--- config.mk ---
export PLATFORM = sky130hd
export DESIGN_NAME = demux_merge4
export DESIGN_NICKNAME = d
export VERILOG_FILES = /design/src/rtl/demux_pkg.sv /design/src/rtl/rr_arbiter4.sv /design/src/rtl/demux_merge4.sv
export SDC_FILE = /design/constraint.sdc
export NUM_CORES = 1
export LEC_CHECK = 0
export BUFFER_PORTS_ARGS = -buffer_cell sky130_fd_sc_hd__clkbuf_2
export CAP_MARGIN = 20
export CORE_UTILIZATION = 51
export CTS_BUF_LIST = sky130_fd_sc_hd__clkbuf_16
export CTS_CLUSTER_DIAMETER = 30
export DETAILED_ROUTE_END_ITERATION = 10
export PLACE_DENSITY = 0.78
export SKIP_CTS_REPAIR_TIMING = 1
export SLEW_MARGIN = 20
export SYNTH_ARGS = -nofsm -noshare
export SYNTH_HDL_FRONTEND = slang
export SYNTH_SLANG_ARGS = --single-unit
--- constraint.sdc ---
create_clock -name clk -period 4.8 [get_ports clk]
set_input_delay 0.96 -clock clk [delete_from_list [all_inputs] [get_ports clk]]
set_output_delay 0.96 -clock clk [all_outputs]
set_load 0.02 [all_outputs]
--- src/rtl/demux_pkg.sv ---
// demux_pkg: shared definitions for the 4-channel merger and its matching
// demultiplexer, so both ends agree on the SEL tag encoding.
//   NUM_CH   : number of channels
//   ch_sel_t : 2-bit channel tag
//   CH_W..Z  : tag values for each channel
package demux_pkg;

    localparam int unsigned NUM_CH = 4;

    typedef logic [1:0] ch_sel_t;

    localparam ch_sel_t CH_W = 2'd0;
    localparam ch_sel_t CH_X = 2'd1;
    localparam ch_sel_t CH_Y = 2'd2;
    localparam ch_sel_t CH_Z = 2'd3;

endpackage

--- src/rtl/rr_arbiter4.sv ---
// rr_arbiter4: combinational 4-way round-robin arbiter.
//   req     : per-channel request
//   last    : most recently granted channel
//   en      : grant allowed this cycle
//   gnt     : one-hot grant (all zero when en=0 or no request)
//   gnt_idx : index of the granted channel (0 when nothing is granted)
module rr_arbiter4
    import demux_pkg::*;
(
    input  logic [NUM_CH-1:0] req,
    input  ch_sel_t           last,
    input  logic              en,
    output logic [NUM_CH-1:0] gnt,
    output ch_sel_t           gnt_idx
);

    ch_sel_t w_idx;

    // Walk offsets from farthest to nearest so the closest requester after
    // `last` is the final one written. Offset NUM_CH wraps back to `last`.
    always_comb begin
        gnt     = '0;
        gnt_idx = '0;
        w_idx   = '0;
        for (int unsigned i = NUM_CH; i > 0; i--) begin
            w_idx = ch_sel_t'(last + ch_sel_t'(i));
            if (en && req[w_idx]) begin
                gnt        = '0;
                gnt[w_idx] = 1'b1;
                gnt_idx    = w_idx;
            end
        end
    end

endmodule

--- src/rtl/demux_merge4.sv ---
// demux_merge4: merges channels W/X/Y/Z onto one registered output stream A
// using round-robin arbitration and valid/ready handshakes.
//   clk, rst_n             : clock, async active-low reset
//   {w,x,y,z}_data/_valid  : channel inputs
//   {w,x,y,z}_ready        : channel accepted this cycle (combinational)
//   a_data, a_sel, a_valid : registered output word, source tag, occupancy
//   a_ready                : downstream accepts the output word
module demux_merge4
    import demux_pkg::*;
#(
    parameter int unsigned DW = 2
) (
    input  logic          clk,
    input  logic          rst_n,
    input  logic [DW-1:0] w_data,
    input  logic [DW-1:0] x_data,
    input  logic [DW-1:0] y_data,
    input  logic [DW-1:0] z_data,
    input  logic          w_valid,
    input  logic          x_valid,
    input  logic          y_valid,
    input  logic          z_valid,
    output logic          w_ready,
    output logic          x_ready,
    output logic          y_ready,
    output logic          z_ready,
    output logic [DW-1:0] a_data,
    output logic [1:0]    a_sel,
    output logic          a_valid,
    input  logic          a_ready
);

    logic [DW-1:0]     r_a_data;
    ch_sel_t           r_a_sel;
    logic              r_a_valid;
    ch_sel_t           r_last;

    logic              w_load_en;
    logic [NUM_CH-1:0] w_req;
    logic [NUM_CH-1:0] w_gnt;
    ch_sel_t           w_gnt_idx;
    logic [DW-1:0]     w_load_data;

    // rst_n gates the grant so no channel sees ready while held in reset.
    assign w_load_en = (!r_a_valid || a_ready) && rst_n;
    assign w_req     = {z_valid, y_valid, x_valid, w_valid};

    rr_arbiter4 u_arb (
        .req     (w_req),
        .last    (r_last),
        .en      (w_load_en),
        .gnt     (w_gnt),
        .gnt_idx (w_gnt_idx)
    );

    assign w_ready = w_gnt[CH_W];
    assign x_ready = w_gnt[CH_X];
    assign y_ready = w_gnt[CH_Y];
    assign z_ready = w_gnt[CH_Z];

    always_comb begin
        w_load_data = '0;
        unique case (w_gnt_idx)
            CH_W: w_load_data = w_data;
            CH_X: w_load_data = x_data;
            CH_Y: w_load_data = y_data;
            CH_Z: w_load_data = z_data;
        endcase
    end

    always_ff @(posedge clk or negedge rst_n) begin
        if (!rst_n) begin
            r_a_data  <= '0;
            r_a_sel   <= CH_W;
            r_a_valid <= 1'b0;
            r_last    <= CH_Z;
        end else if (|w_gnt) begin
            r_a_data  <= w_load_data;
            r_a_sel   <= w_gnt_idx;
            r_a_valid <= 1'b1;
            r_last    <= w_gnt_idx;
        end else if (a_ready) begin
            r_a_valid <= 1'b0;
        end
    end

    assign a_data  = r_a_data;
    assign a_sel   = r_a_sel;
    assign a_valid = r_a_valid;

endmodule

After elaboration in Yosys (flattened, before gate mapping)
Index checks and enable logic that the tools add are counted.
Widths: inputs -> output; s select.
{ "word_totals": {"register_bits": 7, "latch_bits": 0, "ram_bits": 0, "rom_bits": 0, "input_bits": 15, "out_inout_bits": 9, "memories": 0} }
{ "classes": {"addsub": 3, "multipliers": 0, "div_mod_pow": 0, "magnitude_cmp": 8, "eq_ne": 3, "n_shift": 0, "n_mux": 27, "bitwise": 0, "n_reduce_logical": 14} }
{ "ops": {"columns": ["operator", "count"], "rows": [
  ["$mux 4", 4],
  ["$lt 2x3->1 const B", 4],
  ["$mux 1", 10],
  ["$logic_and 1x1->1", 9],
  ["$bmux 1 s2", 4],
  ["$demux 1 s2", 4],
  ["$ge 2x1->1 const B", 4],
  ["$mux 2", 4],
  ["$pmux 2 s4", 1],
  ["$add 2x2->2 const B", 2],
  ["$eq 2x2->1 const B", 2],
  ["$reduce_or 4->1", 1],
  ["$add 2x1->2 const B", 1],
  ["$eq 2x1->1 const B", 1],
  ["$logic_not 2->1", 1],
  ["$reduce_bool 2->1", 1],
  ["$logic_not 1->1", 1],
  ["$logic_or 1x1->1", 1]
]} }

Logic depth before layout (Yosys ltp)
Gate-level depths: netlist (run 1).
{ "depth": {"word_depth": 10, "mapped_depth": 11, "mapped_depth_nobuf": 8} }

By module
Synthesis (run 1) repeated with hierarchy kept, for this count alone.
{ "unflattened": {"hier_cells": 82, "hier_area_um2": 832.0} }
{ "by_module_without_submodules": {"columns": ["module", "n_inst", "cells_per_inst", "area_each_um2", "seq_area_each_um2"], "rows": [
  ["rr_arbiter4", 1, 63, 504.2, 0.0],
  ["demux_merge4", 1, 19, 327.8, 177.7]
]} }

Worst setup path before layout (run 1)
No wires, ideal clock.
{ "synth_timing": {"path_kind": "register -> register", "start": "reg r_last[1]", "end": "reg r_a_data[0] (netlist: a_data[0])", "t_arrival_ns": 3.430, "slack_ns": 1.245, "path_stages_with_launch": 12, "n_path_buf": 3, "synth_period_minus_slack_ns": 3.555, "path_cell_list": "dfstp_2 > buf_2 > inv_1 > ha_1 > buf_2 > mux2_2 > mux2_2 > a221o_1 > o221a_2 > or4_4 > buf_6 > mux2_4"} }
{ "synth_via": {"elab_chain_cells": 9, "elab_cells_between_ends": 49, "classes_between": "add/sub (3); order compare (8); eq/ne (3); mux (25); reduce/logical (10)"} }
{ "synth_rtl": {"columns": ["element", "line", "text"], "rows": [
  ["start, declared", "demux_merge4.sv:36", "ch_sel_t r_last;"],
  ["start signal, assigned", "demux_merge4.sv:81", "r_last <= w_gnt_idx;"],
  ["$add 2x2->2, or another cell as far along", "rr_arbiter4.sv:26", "w_idx = ch_sel_t'(last + ch_sel_t'(i));"],
  ["$lt 2x3->1 (not written as such), or another cell as far along", "rr_arbiter4.sv:29", "gnt[w_idx] = 1'b1;"],
  ["$logic_and 1x1->1 (not written as such) or $mux 1 (tied branches)", "rr_arbiter4.sv:29", null],
  ["$mux 1 (not written as such) or $demux 1 s2 (tied branches)", null, null],
  ["$demux 1 s2 or $mux 4 (tied branches)", null, null],
  ["$mux 4 (2 in a row)", "rr_arbiter4.sv:27", "if (en && req[w_idx]) begin"],
  ["$mux 4 *", "rr_arbiter4.sv:27", null],
  ["named net y_ready", "demux_merge4.sv:25", "output logic y_ready,"],
  ["$reduce_or 4->1 *", "demux_merge4.sv:77", "end else if (|w_gnt) begin"],
  ["end signal, assigned", "demux_merge4.sv:78", "r_a_data <= w_load_data;"],
  ["end, declared", "demux_merge4.sv:33", "logic [DW-1:0] r_a_data;"]
]} }
Mark *: on every way through the listed nets, which the timed path passes. The rest lies on a longest branch. The select of a mux whose other input is x is not followed.
A chain may end at the register's enable or synchronous reset.

Worst setup path after layout (run 1)
{ "layout_timing": {"start": "reg r_last[0]", "end": "out z_ready"} }
{ "layout_via": {"elab_chain_cells": 8, "elab_cells_between_ends": 39, "classes_between": "add/sub (3); order compare (8); mux (20); reduce/logical (8)"} }
{ "layout_rtl": {"columns": ["element", "line", "text"], "rows": [
  ["$add 2x2->2, or another cell as far along", "rr_arbiter4.sv:26", null],
  ["$lt 2x3->1 (not written as such), or another cell as far along", "rr_arbiter4.sv:29", null],
  ["$logic_and 1x1->1 (not written as such) or $mux 1 (tied branches)", "rr_arbiter4.sv:29", null],
  ["$mux 1 (not written as such) or $demux 1 s2 (tied branches)", null, null],
  ["$demux 1 s2 or $mux 4 (tied branches)", null, null],
  ["$mux 4 (2 in a row)", "rr_arbiter4.sv:27", null],
  ["$mux 4 *", "rr_arbiter4.sv:27", null],
  ["end, declared", "demux_merge4.sv:26", "output logic z_ready,"]
]} }
Every way passes the cells marked *; elsewhere a longest branch is shown, timed or not. The select of a mux whose other input is x is not followed.

==> metrics.txt, run 1 <==
Final Cycle Share=between 80% and 90%; Die W=43.3 µm; Slew Limit Headroom=a little under half; crit path cell chain=inv_1 -> ha_1 -> mux2_2 -> mux2_2 -> a221o_1 -> o221a_2 -> clkbuf_2; final cell count without fillers=120; clock latency on the worst-skew pair=between 200 and 250 ps; FP Rows=14; initial antenna violation count=0; Residual DRC=0; Internal Pwr Total=between 400 and 500 µW; Ys Warns=0; Period minus WS final=roughly 4000 ps; Area growth syn-to-layout=20.0%; Final Hold Violating Endpoints=0; Critical Path Sink=z_ready; most frequent cells in the layout=23 x clkbuf_2, 8 x ha_1, 6 x inv_1, 6 x mux2i_1, 5 x dfrtp_1; layout cell share with drive strength beyond 1=~41%; WL per Instance=approximately 17 µm; CP max stage delay=approximately 700 ps; crit path DAT=approximately 3000 ps; Die ar.=~1900 µm²; Post-Syn Area=slightly below 900 µm²; main combinational cell family by area after synthesis=multiplexers; Logic pwr share=about 63%; worst-margin pin slew=772 ps; CP most frequent cell=mux2_2; largest cells by area after synthesis=dfrtp_1 14%, ha_1 11%, mux4_2 10%; area leader, netlist=dfrtp_1; r2r startpoint=r_last[0]; Post-Synth XOR/XNOR Area=0%; FF-to-FF End=a_data[1]; CP Max Fanout=17; cell depth of the worst setup path=7; Worst Hold Class=flop to flop; Adder-Cell Fraction of Synth Area=a little under an eighth; final net count=128; Clock Tree Buf Depth=2; TritonCTS sink count=7; Slew Limit Fails=0; pwr/cell area=~700 nW/µm²; via count=780; Root Buffer Master=clkbuf_16; outcome=finished clean; WP buf/inv=2; post-synth top area share=between 10 and 15%; clock tree from TritonCTS=done; slowest CP cell=dfstp_2; TritonCTS Buffers=3; compound-gate portion of the synthesized area=between 15 and 20%; total track usage=22.9%; synth unique cells=36; Via-to-Cell Ratio=between 6 and 7; R2R depth=8; sw frac=42.7%; CTS clk-pin slew, worst paths=40 ps; origin of the worst setup path=r_last[0]; fmax=between 200 and 300 MHz; syn_area_per_cell=approximately 10 µm²; Leakage=0.000484 µW; Post-Place Cells=between 100 and 150; nature of the critical path endpoint=primary output; Startpoint Class=flop; routability cong.=0.844; Die Span Y=43.3 µm; first-pass GRT wire length=between 3000 and 4000 µm; DR iter-0 viols=21; Worst Clk Skew=~1.7 ps; Port Buffer Count=23; Clk pwr share=between 10% and 20%; mux cell area share after synthesis=approximately a quarter; Detailed Routing Iterations Pass 1=4; final WL=between 1500 and 2000 µm; Reg power frac=a little under a fifth; Final setup violation count=0; core area=1560 µm²; most common cell after layout, fill and taps aside=clkbuf_2; largest net degree at the start of global routing=18; post-DP HPWL=1490 µm; H-tree depth=1; hold slack=roughly 510 ps; cells after synthesis=between 80 and 90; worst IR drop on VDD=312 µV; register area share after synthesis=about a fifth; # diodes=0; Initial Util=55.9%; synthesis-stage register bit count=7; Psw=about 310 µW; r2r setup slk=1100 ps; Critical Path RT=roughly 3800 ps; CP Class=flop to primary output; post-synth net total=between 100 and 150; top cell family by delay on the critical path=flip-flops; max-cap violation count=0; vias in the first global route=approximately 700; RSZ-0062 raised after global routing=false; grt total ovfl=0; area share of and/or/nand/nor cells after synthesis=17.0%; Routed Antenna Nets=0; TNS Setup=0 ps; IO Pins=24
[metrics by stage]
stage               utilization (%)  setup WS, ps  total power, µW  instance area (µm²)
global placement               62.0          1150              574                  966
detailed placement             62.0          1060              592                  966
floorplan                         -          1240              510                  871
finish                         67.0           807              736                 1040
CTS                            67.0           823              735                 1040
global route                   67.0           657              788                 1040
[Yosys cell counts]
cell	instances
a211oi_1	2
a21boi_0	1
a221o_1	4
a221oi_1	1
a22o_1	1
a22oi_1	1
and2_1	1
and2b_1	1
buf_2	2
buf_6	2
clkbuf_1	2
dfrtp_1	5
dfstp_2	2
ha_1	8
inv_1	5
mux2_2	3
mux2_4	2
mux2i_1	6
mux4_2	4
nand2_1	3
nand2b_1	3
nand3_1	1
nand4_1	1
nor2_1	2
nor2b_1	1
nor2b_4	1
nor3_1	1
nor3b_1	1
nor4b_1	4
o2111ai_1	1
o21a_1	1
o21ai_0	3
o221a_2	4
o311ai_0	1
or3_1	1
or4_4	1
[area by class of cell]
type	instances	area (µm²)
flip-flops and latches	7	178
clock inverters	1	3.75
clock buffers	3	75.1
repair buffers	23	115
multi-input cells	65	634
well taps	16	20.0
fillers	127	514
inverters	5	18.8
[worst register-to-register path: stages, from the launching register on]
cell	delay [ps]
dfstp_2	700
inv_1	220
ha_1	490
mux2_2	390
mux2_2	310
a221o_1	280
o221a_2	260
or4_4	600
mux2_4	330
[sequential cells by signal, indices dropped and copies added (netlist names)]
register / cells
r_last: 2
a_data: 2
a_valid: 1
a_sel: 2
[cell families after synthesis]
group | count (synthesis)
flops | 7
compound gates | 20
simple gates | 22
mux | 15
buf+inv | 11
fa+ha+maj | 8
[worst min-delay path by stage]
stage               startpoint        end  slack [ps]  cells after the start
finish                 a_valid    a_valid         510                      2
global route         a_data[0]  a_data[0]         540                      1
CTS                   a_sel[1]   a_sel[1]         520                      2
detailed placement     a_valid    a_valid         510                      2
global placement       a_valid    a_valid         480                      2
floorplan             a_sel[0]   a_sel[0]         600                      2
[routing by layer]
metal	vias to the layer above	track usage, %	wire, µm
met5	-	0	0
met4	0	5.63	25
met3	4	2.55	126
met2	36	37.0	980
met1	372	32.8	859
li1	368	-	-
[power by group through the flow]
stage          Clock, µW  Sequential, µW  Combinational (µW)
3_5_place_dp           0             134                 459
2_1_floorplan          0             138                 372
4_1_cts              139             135                 461
6_report             137             135                 464
3_3_place_gp           0             131                 443
5_1_grt              143             142                 503
(Power assumes the default switching activity.)
==> run 2, diff against run 1 <==
--- a/config.mk
+++ b/config.mk
@@ -5,9 +5,10 @@
 export SDC_FILE = /design/constraint.sdc
 export NUM_CORES = 1
 export LEC_CHECK = 0
+export ABC_AREA = 1
 export BUFFER_PORTS_ARGS = -buffer_cell sky130_fd_sc_hd__clkbuf_2
 export CAP_MARGIN = 20
-export CORE_UTILIZATION = 51
+export CORE_UTILIZATION = 52
 export CTS_BUF_LIST = sky130_fd_sc_hd__clkbuf_16
 export CTS_CLUSTER_DIAMETER = 30
 export DETAILED_ROUTE_END_ITERATION = 10
==> constraint.sdc (replaced) <==
create_clock -name clk -period 3.7 [get_ports clk]
set_input_delay 0.74 -clock clk [delete_from_list [all_inputs] [get_ports clk]]
set_output_delay 0.74 -clock clk [all_outputs]
set_load 0.02 [all_outputs]
==> metrics.txt, run 2 <==
Async S/R FF share, synth=100% (unchanged); Die Span Y=44.8 µm (was 43.3 µm); most frequent cells in the layout=30 x nand2_1, 23 x clkbuf_2, 21 x inv_1, 21 x nand3_1, 21 x nor2_1 (was 23 x clkbuf_2, 8 x ha_1, 6 x inv_1, 6 x mux2i_1, 5 x dfrtp_1); synth unique cells=22 (was 36); final net count=198 (was 128); post-synth top area share=13.1% (was 14.4%); Final Hold Violating Endpoints=0 (unchanged); routability cong.=0.891 (was 0.844); Via-to-Cell Ratio=5.09 (was 6.50); via count=1,012 (was 780); CTS clk-pin slew, worst paths=40 ps (about the same); final WL=2100 µm (was 1990 µm); nature of the critical path endpoint=primary output (unchanged); largest cells by area after synthesis=dfrtp_1 13%, nand2_1 12%, nand3_1 11% (was dfrtp_1 14%, ha_1 11%, mux4_2 10%); Internal Pwr Total=507 µW (was 422 µW); Final Cycle Share=between 80% and 90%; IO Pins=24 (unchanged); TNS Setup=0 ps (unchanged); crit path DAT=2420 ps (was 3030 ps); Leakage=0.000652 µW (was 0.000484 µW); Worst Hold Class=input pin to async pin (was flop to flop); TritonCTS Buffers=3 (unchanged); Slew Limit Fails=0 (unchanged); layout cell share with drive strength beyond 1=32.2% (was 41.3%); DR iter-0 viols=15 (was 21); most frequent cells after synthesis=30 x nand2_1, 21 x nand3_1, 21 x nor2_1 (was 8 x ha_1, 6 x mux2i_1, 5 x dfrtp_1, 5 x inv_1); initial antenna violation count=0 (unchanged); slowest CP cell=dfstp_2 (unchanged); CP Max Fanout=11 (was 17); Die ar.=2010 µm² (was 1880 µm²); outcome=finished clean (unchanged); Final setup violation count=0 (unchanged); Clk pwr share=16.4% (was 18.7%); Area growth syn-to-layout=22.1% (was 20.0%); top cell family by delay on the critical path=flip-flops (unchanged); final core utilization=67.3% (was 67.0%); vias in the first global route=839 (was 697); Initial Util=55.1% (was 55.9%); number of synthesized flops with an enable pin=0 (unchanged); most common cell after layout, fill and taps aside=nand2_1 (was clkbuf_2); fmax=about 320 MHz; RSZ-0062 raised after global routing=false (unchanged); WL per Instance=10.6 µm (was 16.6 µm); hold slack=343 ps (was 512 ps); synthesis-stage register bit count=7 (unchanged); Detailed Routing Iterations Pass 1=4 (unchanged); area leader, netlist=dfrtp_1 (unchanged); Startpoint Class=flop (unchanged); Ys Warns=0 (unchanged); Post-Syn Area=952 µm² (was 871 µm²); H-tree depth=1 (unchanged); Die W=44.8 µm (was 43.3 µm); dominant cell by count in the synthesized netlist=nand2_1 (was ha_1); # diodes=0 (unchanged); FP Rows=15 (was 14); TritonCTS sink count=7 (unchanged); largest net degree at the start of global routing=17 (was 18); Routed Antenna Nets=0 (unchanged); Port Buffer Count=23 (unchanged); register area share after synthesis=18.7% (was 20.4%); WP buf/inv=5 (was 2); Slew Limit Headroom=84.1% (was 47.7%); worst-margin pin slew=238 ps (was 772 ps); Critical Path RT=2960 ps (was 3840 ps); clock tree from TritonCTS=done (unchanged); prevailing post-synth register cell=dfrtp_1 (unchanged); max-cap violation count=0 (unchanged); core area=1730 µm² (was 1560 µm²); CP most frequent cell=nand3_1 (was mux2_2); first-pass GRT wire length=3340 µm (was 3250 µm); Worst Clk Skew=1.42 ps (was 1.72 ps); CP max stage delay=660 ps (was 700 ps); crit path cell chain=inv_2 -> ha_1 -> inv_1 -> nand3_1 -> inv_2 -> nor2_4 -> nand3_1 -> nand3_1 -> nand2_1 -> inv_1 -> clkbuf_2 (was inv_1 -> ha_1 -> mux2_2 -> mux2_2 -> a221o_1 -> o221a_2 -> clkbuf_2); Residual DRC=0 (unchanged); total track usage=22.5% (was 22.9%); Root Buffer Master=clkbuf_16 (unchanged); cells after synthesis=148 (was 83); Clock Tree Buf Depth=2 (unchanged); grt total ovfl=0 (unchanged); worst IR drop on VDD=618 µV (was 312 µV); post-DP HPWL=1650 µm (was 1490 µm); post-synth net total=171 (was 106); CP Class=flop to primary output (unchanged); Period minus WS final=around 3200 ps; clock latency on the worst-skew pair=230 ps (about the same); pwr/cell area=948 nW/µm² (was 705 nW/µm²); sw frac=53.9% (was 42.7%); Psw=594 µW (was 314 µW); Logic pwr share=68.9% (was 63.0%); syn_area_per_cell=6.43 µm² (was 10.5 µm²); Reg power frac=14.7% (was 18.3%); Fillers=162 (was 127)
-- run 2: final timing paths --
kind	slack, ps	depth (start not counted)	startpoint	endpoint
min	340	1	rst_n	a_sel[0]
min in group clk	480	2	a_sel[1]	a_sel[1]
min reg2reg	480	2	a_sel[1]	a_sel[1]
max in group asynchronous	3120	1	rst_n	r_last[0]
max reg2reg	1130	13	r_last[0]	a_data[0]
max	540	11	r_last[0]	z_ready
-- run 2: layer usage --
metal | global-route usage, % | wire, µm | share of wire, %
met5 | 0 | 0 | 0
met4 | 7.27 | 16 | 0.76
met3 | 1.20 | 59 | 2.8
met2 | 40.9 | 1080 | 51
met1 | 28.5 | 952 | 45
-- run 2: cell families after synthesis --
group / synth area share, %
compound gates: 3.55
buf+inv: 11.0
flops: 18.7
fa+ha+maj: 10.5
simple gates: 56.2
-- run 2: per-stage QoR --
step	instance area [µm²]	worst slack, ps	instances	power [µW]
6_report	1160	540	199	1100
4_1_cts	1160	549	199	1100
5_1_grt	1160	318	199	1200
3_5_place_dp	1080	797	195	915
2_1_floorplan	952	1080	148	754
3_3_place_gp	1080	865	195	895
-- run 2: area by class of cell --
class / count / area (µm²) / area share [%]
Clock buffer: 3 / 75.1 / 6.46
Clock inverter: 1 / 3.75 / 0.323
Inverter: 24 / 90.1 / 7.75
Multi-Input combinational cell: 116 / 669 / 57.6
Sequential cell: 7 / 178 / 15.3
Tap cell: 25 / 31.3 / 2.69
Timing Repair Buffer: 23 / 115 / 9.90
-- run 2: power by group through the flow --
stage	logic [µW]	registers (µW)	clock network, µW
after floorplan	569	185	0
after global placement	736	159	0
after detailed placement	753	162	0
after CTS	760	162	181
after global routing	851	168	186
final	759	162	180
